**src/rtl/conv_pkg.sv**
```systemverilog
// Shared definitions for the convolution window address generator.
// Holds the FSM encoding and the default widths used by the top level.
package conv_pkg;

    typedef enum logic [1:0] {
        StIdle = 2'd0,
        StRun  = 2'd1,
        StDone = 2'd2,
        StErr  = 2'd3
    } state_e;

    localparam int unsigned DimWDef  = 8;
    localparam int unsigned AddrWDef = 16;
    localparam int unsigned KMax     = 7;

endpackage

```
**src/rtl/conv_nested_counter.sv**
```systemverilog
// Single wrap counter; nxt_o exposes the next-state value so the parent
// can register outputs derived from the coming count.
module conv_nested_counter #(
    parameter int unsigned W = 8
) (
    input  logic         clk_i,
    input  logic         rst_ni,
    input  logic         clr_i,
    input  logic         en_i,
    input  logic [W-1:0] limit_i,
    output logic [W-1:0] nxt_o,
    output logic         wrap_o
);

    logic [W-1:0] cnt_q, cnt_d;

    always_comb begin
        wrap_o = en_i & (cnt_q == limit_i);
        cnt_d  = cnt_q;
        if (clr_i) begin
            cnt_d = '0;
        end else if (en_i) begin
            cnt_d = wrap_o ? '0 : cnt_q + 1'b1;
        end
    end

    always_ff @(posedge clk_i) begin
        if (!rst_ni) begin
            cnt_q <= '0;
        end else begin
            cnt_q <= cnt_d;
        end
    end

    assign nxt_o = cnt_d;

endmodule

```
**src/rtl/conv_window_addr_gen.sv**
```systemverilog
// Streams the K x K receptive-field read addresses for every output position
// of a convolution, flagging taps that land in the zero-padding border.
module conv_window_addr_gen
    import conv_pkg::*;
#(
    parameter int unsigned ADDR_W = AddrWDef,
    parameter int unsigned DIM_W  = DimWDef,
    parameter int unsigned K      = 3,
    parameter int unsigned TAP_W  = 6
) (
    input  logic              clk,
    input  logic              rst_n,
    input  logic              i_start,
    input  logic [DIM_W-1:0]  i_size,
    input  logic [2:0]        i_pad,
    input  logic [2:0]        i_stride,
    output logic [ADDR_W-1:0] o_addr,
    output logic              o_pad,
    output logic [TAP_W-1:0]  o_tap,
    output logic              o_win_last,
    output logic              o_img_last,
    output logic              o_valid,
    input  logic              i_ready,
    output logic              o_busy,
    output logic              o_done,
    output logic              o_err
);

    localparam int unsigned KW = $clog2(KMax + 1);
    // Output-grid counters need one extra bit: N + 2P - K can exceed 2^DIM_W - 1.
    localparam int unsigned CW = DIM_W + 1;

    state_e state_q, state_d;

    logic [DIM_W-1:0] n_q, n_c;
    logic [2:0]       p_q, p_c, s_q, s_c, s_in;
    logic [CW-1:0]    owl_q, owl_c;
    logic             cfg_bad, start_ok, advance;
    int               span, row_i, col_i;

    logic [KW-1:0] kx_n, ky_n;
    logic [CW-1:0] ox_n, oy_n;
    logic          kx_wrap, ky_wrap, ox_wrap, oy_wrap;

    logic [ADDR_W-1:0] addr_c, addr_q;
    logic [TAP_W-1:0]  tap_c, tap_q;
    logic              pad_c, pad_q, wl_c, wl_q, il_c, il_q;
    logic              valid_q, busy_q, done_q, err_q;

    // Config muxed so the first beat can be computed on the same edge it is latched.
    always_comb begin
        s_in     = (i_stride == 3'd0) ? 3'd1 : i_stride;
        span     = int'(i_size) + 2 * int'(i_pad) - int'(K);
        cfg_bad  = (span < 0) || (int'(i_pad) >= int'(K));
        start_ok = (state_q == StIdle) && i_start && !cfg_bad;
        n_c      = start_ok ? i_size : n_q;
        p_c      = start_ok ? i_pad : p_q;
        s_c      = start_ok ? s_in : s_q;
        owl_c    = start_ok ? CW'(span / int'(s_in)) : owl_q;
    end

    assign advance = valid_q & i_ready;

    conv_nested_counter #(.W(KW)) u_kx (
        .clk_i  (clk),
        .rst_ni (rst_n),
        .clr_i  (start_ok),
        .en_i   (advance),
        .limit_i(KW'(K - 1)),
        .nxt_o  (kx_n),
        .wrap_o (kx_wrap)
    );

    conv_nested_counter #(.W(KW)) u_ky (
        .clk_i  (clk),
        .rst_ni (rst_n),
        .clr_i  (start_ok),
        .en_i   (kx_wrap),
        .limit_i(KW'(K - 1)),
        .nxt_o  (ky_n),
        .wrap_o (ky_wrap)
    );

    conv_nested_counter #(.W(CW)) u_ox (
        .clk_i  (clk),
        .rst_ni (rst_n),
        .clr_i  (start_ok),
        .en_i   (ky_wrap),
        .limit_i(owl_c),
        .nxt_o  (ox_n),
        .wrap_o (ox_wrap)
    );

    // oy wrapping coincides exactly with acceptance of the final beat.
    conv_nested_counter #(.W(CW)) u_oy (
        .clk_i  (clk),
        .rst_ni (rst_n),
        .clr_i  (start_ok),
        .en_i   (ox_wrap),
        .limit_i(owl_c),
        .nxt_o  (oy_n),
        .wrap_o (oy_wrap)
    );

    always_comb begin
        row_i  = int'(oy_n) * int'(s_c) + int'(ky_n) - int'(p_c);
        col_i  = int'(ox_n) * int'(s_c) + int'(kx_n) - int'(p_c);
        pad_c  = (row_i < 0) || (row_i >= int'(n_c)) || (col_i < 0) || (col_i >= int'(n_c));
        addr_c = pad_c ? '0 : ADDR_W'(row_i * int'(n_c) + col_i);
        tap_c  = TAP_W'(int'(ky_n) * int'(K) + int'(kx_n));
        wl_c   = (ky_n == KW'(K - 1)) && (kx_n == KW'(K - 1));
        il_c   = wl_c && (ox_n == owl_c) && (oy_n == owl_c);
    end

    always_comb begin
        state_d = state_q;
        unique case (state_q)
            StIdle: begin
                if (i_start) begin
                    state_d = cfg_bad ? StErr : StRun;
                end
            end
            StRun: begin
                if (oy_wrap) begin
                    state_d = StDone;
                end
            end
            StDone:  state_d = StIdle;
            StErr:   state_d = StIdle;
            default: state_d = StIdle;
        endcase
    end

    always_ff @(posedge clk) begin
        if (!rst_n) begin
            state_q <= StIdle;
            n_q     <= '0;
            p_q     <= '0;
            s_q     <= '0;
            owl_q   <= '0;
            valid_q <= 1'b0;
            addr_q  <= '0;
            pad_q   <= 1'b0;
            tap_q   <= '0;
            wl_q    <= 1'b0;
            il_q    <= 1'b0;
            busy_q  <= 1'b0;
            done_q  <= 1'b0;
            err_q   <= 1'b0;
        end else begin
            state_q <= state_d;
            n_q     <= n_c;
            p_q     <= p_c;
            s_q     <= s_c;
            owl_q   <= owl_c;
            busy_q  <= (state_d == StRun) || (state_d == StDone);
            done_q  <= (state_d == StDone);
            err_q   <= (state_d == StErr);
            if (start_ok || (advance && !oy_wrap)) begin
                valid_q <= 1'b1;
                addr_q  <= addr_c;
                pad_q   <= pad_c;
                tap_q   <= tap_c;
                wl_q    <= wl_c;
                il_q    <= il_c;
            end else if (oy_wrap) begin
                valid_q <= 1'b0;
                addr_q  <= '0;
                pad_q   <= 1'b0;
                tap_q   <= '0;
                wl_q    <= 1'b0;
                il_q    <= 1'b0;
            end
        end
    end

    assign o_addr     = addr_q;
    assign o_pad      = pad_q;
    assign o_tap      = tap_q;
    assign o_win_last = wl_q;
    assign o_img_last = il_q;
    assign o_valid    = valid_q;
    assign o_busy     = busy_q;
    assign o_done     = done_q;
    assign o_err      = err_q;

endmodule

```
**config.mk**
```make
export PLATFORM = sky130hd
export DESIGN_NAME = conv_window_addr_gen
export DESIGN_NICKNAME = d
export VERILOG_FILES = /design/src/rtl/conv_pkg.sv /design/src/rtl/conv_nested_counter.sv /design/src/rtl/conv_window_addr_gen.sv
export SDC_FILE = /design/constraint.sdc
export NUM_CORES = 1
export LEC_CHECK = 0
export CORE_ASPECT_RATIO = 0.5
export CORE_MARGIN = 8
export CORE_UTILIZATION = 45
export CTS_CLUSTER_SIZE = 8
export DETAILED_ROUTE_END_ITERATION = 16
export SLEW_MARGIN = 20
export SYNTH_ARGS = -nofsm -noshare
export SYNTH_HDL_FRONTEND = slang
export SYNTH_SLANG_ARGS = --single-unit
```
**constraint.sdc**
```tcl
create_clock -name clk -period 135.2 [get_ports clk]
set_input_delay 33.8 -clock clk [delete_from_list [all_inputs] [get_ports clk]]
set_output_delay 33.8 -clock clk [all_outputs]
set_load 0.02 [all_outputs]
```
==> results by stage <==
Outcome:
- The run finished with clean final reports.

Clocking:
- The H-tree was split into 3 levels.
- The number of clock sinks seen by CTS is 77.
- The longest clock path from root to sink contains 2 buffers.
- TritonCTS built the clock tree.
- TritonCTS created 9 clock buffers.
- Hold repair after CTS inserted 0 buffers.
- After clock tree synthesis, the repair step resized 0 gates.
- The buffers inserted during post-CTS setup optimization is 0.
- For the worst-skew pair, the clock arrives at the later sink with an insertion delay of 360 ps.
- The clock root buffer is sky130_fd_sc_hd__clkbuf_16.
- After clock tree synthesis, the clock-pin slew on the worst setup and hold paths is 60 ps.

Place:
- During placement, the flow inserted port buffers numbering 45.
- The final weighted congestion in routability-driven placement is 0.957.
- Detailed placement ended at an HPWL of 74.5 mm.

Synthesis:
- Sequential cells were found to cover 5.59% of the synthesized design area.
- The leading register cell type out of synthesis is sky130_fd_sc_hd__dfxtp_1.
- After synthesis, the mean cell area works out to 7.24 um^2.
- After synthesis the cells add up to 27600 um^2.
- In this run, synthesis produced a sequential element count of 77.
- The synthesized instance count is 3809.
- The netlist uses 139 different library cells.
- The number of synthesized flops with an enable pin is 0.
- Yosys printed 0 warnings.
- In the synthesized netlist the async set-or-reset flop fraction comes to 0%.

Setup path:
- The setup slack on the worst flop-to-flop path is 122020 ps.
- At the worst endpoint, the required time is 135450 ps.
- The worst register-to-register path has a depth of 49.
- STA puts the critical path data arrival time at 111240 ps.
- STA classifies the critical path endpoint as a register.
- The number of cells on the critical path is 305.
- On the worst path, the slowest cell contributes a delay of 590 ps.
- The startpoint type of the worst setup path is an input pin.
- The dominant delay contributor by cell family on the critical path is simple AND/OR/NAND/NOR gates.
- In this run the critical register-to-register path is captured at o_addr[15]$_SDFFE_PN0P_.
- The cell repeated most along the worst path is sky130_fd_sc_hd__ha_1.
- The largest individual stage delay along the critical path comes from the cell sky130_fd_sc_hd__nor2_1.
- The worst setup path is of the in2reg kind.
- The beginning of the worst register-to-register path is state_q[0]$_SDFF_PN0_.
- Along the worst path, the maximum fanout reaches 32.
- The number of buffers and inverters on the critical path is 15.

Die:
- The vertical extent of the die is 191 um.
- Once the floorplan was initialized, standard cells occupied 45.3% of the core.
- The area of the die is 69900 um^2.
- The floorplan die width is 366 um.
- The core region area is 60900 um^2.
- The floorplan has 64 rows.
- 47 I/O pins were placed.

STA:
- The hold violation total from the final report is 0.
- The transition at the pin with the smallest max-transition slack is 1110 ps.
- The highest attainable clock frequency is 0.00901 GHz.
- The worst path uses 82.1% of the clock period.
- The smallest clock period supported by the final layout is computed as 110990 ps.
- The final max-slew violation count is 0.
- Setup repair after global routing left no endpoint under its margin.
- On the final layout, the worst clock skew is 17.6 ps.
- The accumulated negative setup slack is 0 ps.
- The number of setup violations in the final report is 0.
- The worst pin sits at a relative slew slack of 25.8%.

GRT:
- The global routing met1 resource utilization is 33.0%.
- The global routing usage on met3 is 1.52%.
- The combined global-route utilization of all metal layers is 24.7%.
- The first-pass GRT wire length is 147 mm.
- The maximum number of pins on one net before global-route repair is 45.
- The met2 capacity usage during global routing is 43.5%.
- The layer flagged by global routing as most heavily used is met2.
- The total congestion overflow after global routing is 0.
- The initial antenna violation count is 1.
- The via count of the first global-routing pass was 27600.

Layout:
- The total inserted antenna cells is 0.
- In the final layout, the share of cells above drive strength 1 is 6.25%.
- Relative to the synthesized area, the layout overhead comes to 5.89%.
- The number of nets in the layout is 4182.
- Cells fill 48.0% of the core in the end.

Route:
- The first TritonRoute pass finished after 5 iterations.
- The number of nets with antenna violations after detailed routing is 0.
- The count of unresolved DRC violations after routing is 0.
- The detailed router finished its first iteration with 2136 violations.
- The final layout contains routed wiring with a total length of 90.1 mm.
- The average vias per placed instance is 6.20.
- The total number of vias is 28800.
- In the final routed layout, each cell accounts on average for 19.4 um.

Flow run:
- Across the run, the number of max-cap violations was 0.

Worst hold path:
- The worst hold path was traced through 2 stages.
- The min-delay analysis places its worst path in the category reg2reg.
- The worst hold endpoint is o_pad$_SDFFE_PN0P_.
- The startpoint identified for the worst hold timing path is o_pad$_SDFFE_PN0P_.
## flip-flops by register name (all words and copies together), names as in the netlist, 5 cells and up
signal and flops:
o_addr 16, n_q 8, u_oy.cnt_q 9, owl_q 9, u_ox.cnt_q 9, o_tap 5
## logic make-up after synthesis
kind of cell / Yosys count / share of synthesized area [%]
simple gates: 1625 / 31.5
buf+inv: 348 / 5.13
other cells: 1 / 0.0136
mux: 81 / 3.07
flops: 77 / 5.59
fa+ha+maj: 349 / 18.5
compound gates: 1059 / 27.6
xor+xnor: 269 / 8.57
## layout make-up
class,count,area (um^2)
Fill cell,6352,31700
Tap cell,825,1030
Timing Repair Buffer,72,653
Inverter,250,938
Multi-Input combinational cell,3406,24700
Sequential cell,77,1540
Clock buffer,10,239
Clock inverter,6,70.1
## cell usage after synthesis, types with 15 or more instances
library cell,n,area [um^2]
sky130_fd_sc_hd__nor2_1,377,1420
sky130_fd_sc_hd__nand2_1,353,1330
sky130_fd_sc_hd__ha_1,249,3120
sky130_fd_sc_hd__inv_1,249,935
sky130_fd_sc_hd__a21oi_1,205,1030
sky130_fd_sc_hd__xnor2_1,178,1560
sky130_fd_sc_hd__o21ai_0,150,751
sky130_fd_sc_hd__nor3_1,144,721
sky130_fd_sc_hd__nand3_1,114,571
sky130_fd_sc_hd__fa_1,99,1980
sky130_fd_sc_hd__and2_1,90,563
sky130_fd_sc_hd__xor2_1,90,788
sky130_fd_sc_hd__dfxtp_1,77,1540
sky130_fd_sc_hd__nand4_1,69,432
sky130_fd_sc_hd__and3_1,68,425
sky130_fd_sc_hd__o21a_1,66,495
sky130_fd_sc_hd__nand2b_1,58,363
sky130_fd_sc_hd__a21o_1,57,428
sky130_fd_sc_hd__or3_1,56,350
sky130_fd_sc_hd__mux2i_1,55,551
sky130_fd_sc_hd__nor2b_1,52,325
sky130_fd_sc_hd__a31oi_1,50,313
sky130_fd_sc_hd__clkbuf_1,44,165
sky130_fd_sc_hd__a211oi_1,43,323
sky130_fd_sc_hd__o211ai_1,43,323
sky130_fd_sc_hd__o21ai_1,43,215
sky130_fd_sc_hd__o21bai_1,31,233
sky130_fd_sc_hd__buf_2,29,145
sky130_fd_sc_hd__nor4_1,29,181
sky130_fd_sc_hd__or2_2,29,181
sky130_fd_sc_hd__o31ai_1,26,195
sky130_fd_sc_hd__a22o_1,24,210
sky130_fd_sc_hd__mux2_2,23,259
sky130_fd_sc_hd__nor3b_1,20,150
sky130_fd_sc_hd__o22ai_1,17,106
sky130_fd_sc_hd__a41oi_1,16,140
sky130_fd_sc_hd__o2111ai_1,16,140
sky130_fd_sc_hd__or4_1,16,120
sky130_fd_sc_hd__a22oi_1,15,113
sky130_fd_sc_hd__and4_1,15,131
## worst max path at each step
stage | from | end | slack (ps)
2_1_floorplan | i_stride[1] | o_addr[15]$_SDFFE_PN0P_ | 36880
4_1_cts | i_stride[2] | o_addr[15]$_SDFFE_PN0P_ | 25150
6_report | i_stride[2] | o_addr[15]$_SDFFE_PN0P_ | 24210
3_3_place_gp | i_stride[2] | o_addr[15]$_SDFFE_PN0P_ | 27710
5_1_grt | i_stride[2] | o_addr[15]$_SDFFE_PN0P_ | 17320
3_5_place_dp | i_stride[2] | o_addr[15]$_SDFFE_PN0P_ | 24940
## metal layers
layer / vias to the layer above / share of wire (%) / routed length, um
met5: - / 0.011 / 10
met4: 2 / 2.4 / 2180
met3: 141 / 4.4 / 3940
met2: 791 / 47 / 42100
met1: 13800 / 46 / 41900
li1: 14100 / - / -
## tightest hold or removal path, delay by kind of cell, from the launching register on
family,cells,cell delay (ps)
simple gates,1,50
compound gates,1,50
flops,1,310
## layout by cell type (no fill, tap or decap), types with 90 or more instances in the layout
cell | netlist | final
sky130_fd_sc_hd__nor2_1 | 377 | 377
sky130_fd_sc_hd__nand2_1 | 353 | 353
sky130_fd_sc_hd__a21oi_1 | 205 | 205
sky130_fd_sc_hd__nor3_1 | 144 | 143
sky130_fd_sc_hd__ha_1 | 249 | 249
sky130_fd_sc_hd__fa_1 | 99 | 99
sky130_fd_sc_hd__nand3_1 | 114 | 114
sky130_fd_sc_hd__o21ai_0 | 150 | 150
sky130_fd_sc_hd__xor2_1 | 90 | 90
sky130_fd_sc_hd__xnor2_1 | 178 | 178
sky130_fd_sc_hd__and2_1 | 90 | 90
sky130_fd_sc_hd__inv_1 | 249 | 247
## stage by stage
step                      hold WS (ps)  std cells  instance area (um^2)  setup WS, ps
final                              461       4646                 29200         24210
after floorplan                    444       3831                 27700         36880
after detailed placement           451       4630                 28900         24940
after global routing               487       4646                 29200         17320
after global placement             449       4630                 28900         27710
after CTS                          464       4646                 29200         25150
Power is not shown: default switching activity piles up to over one toggle a cycle in this logic, so the estimate is an artifact.
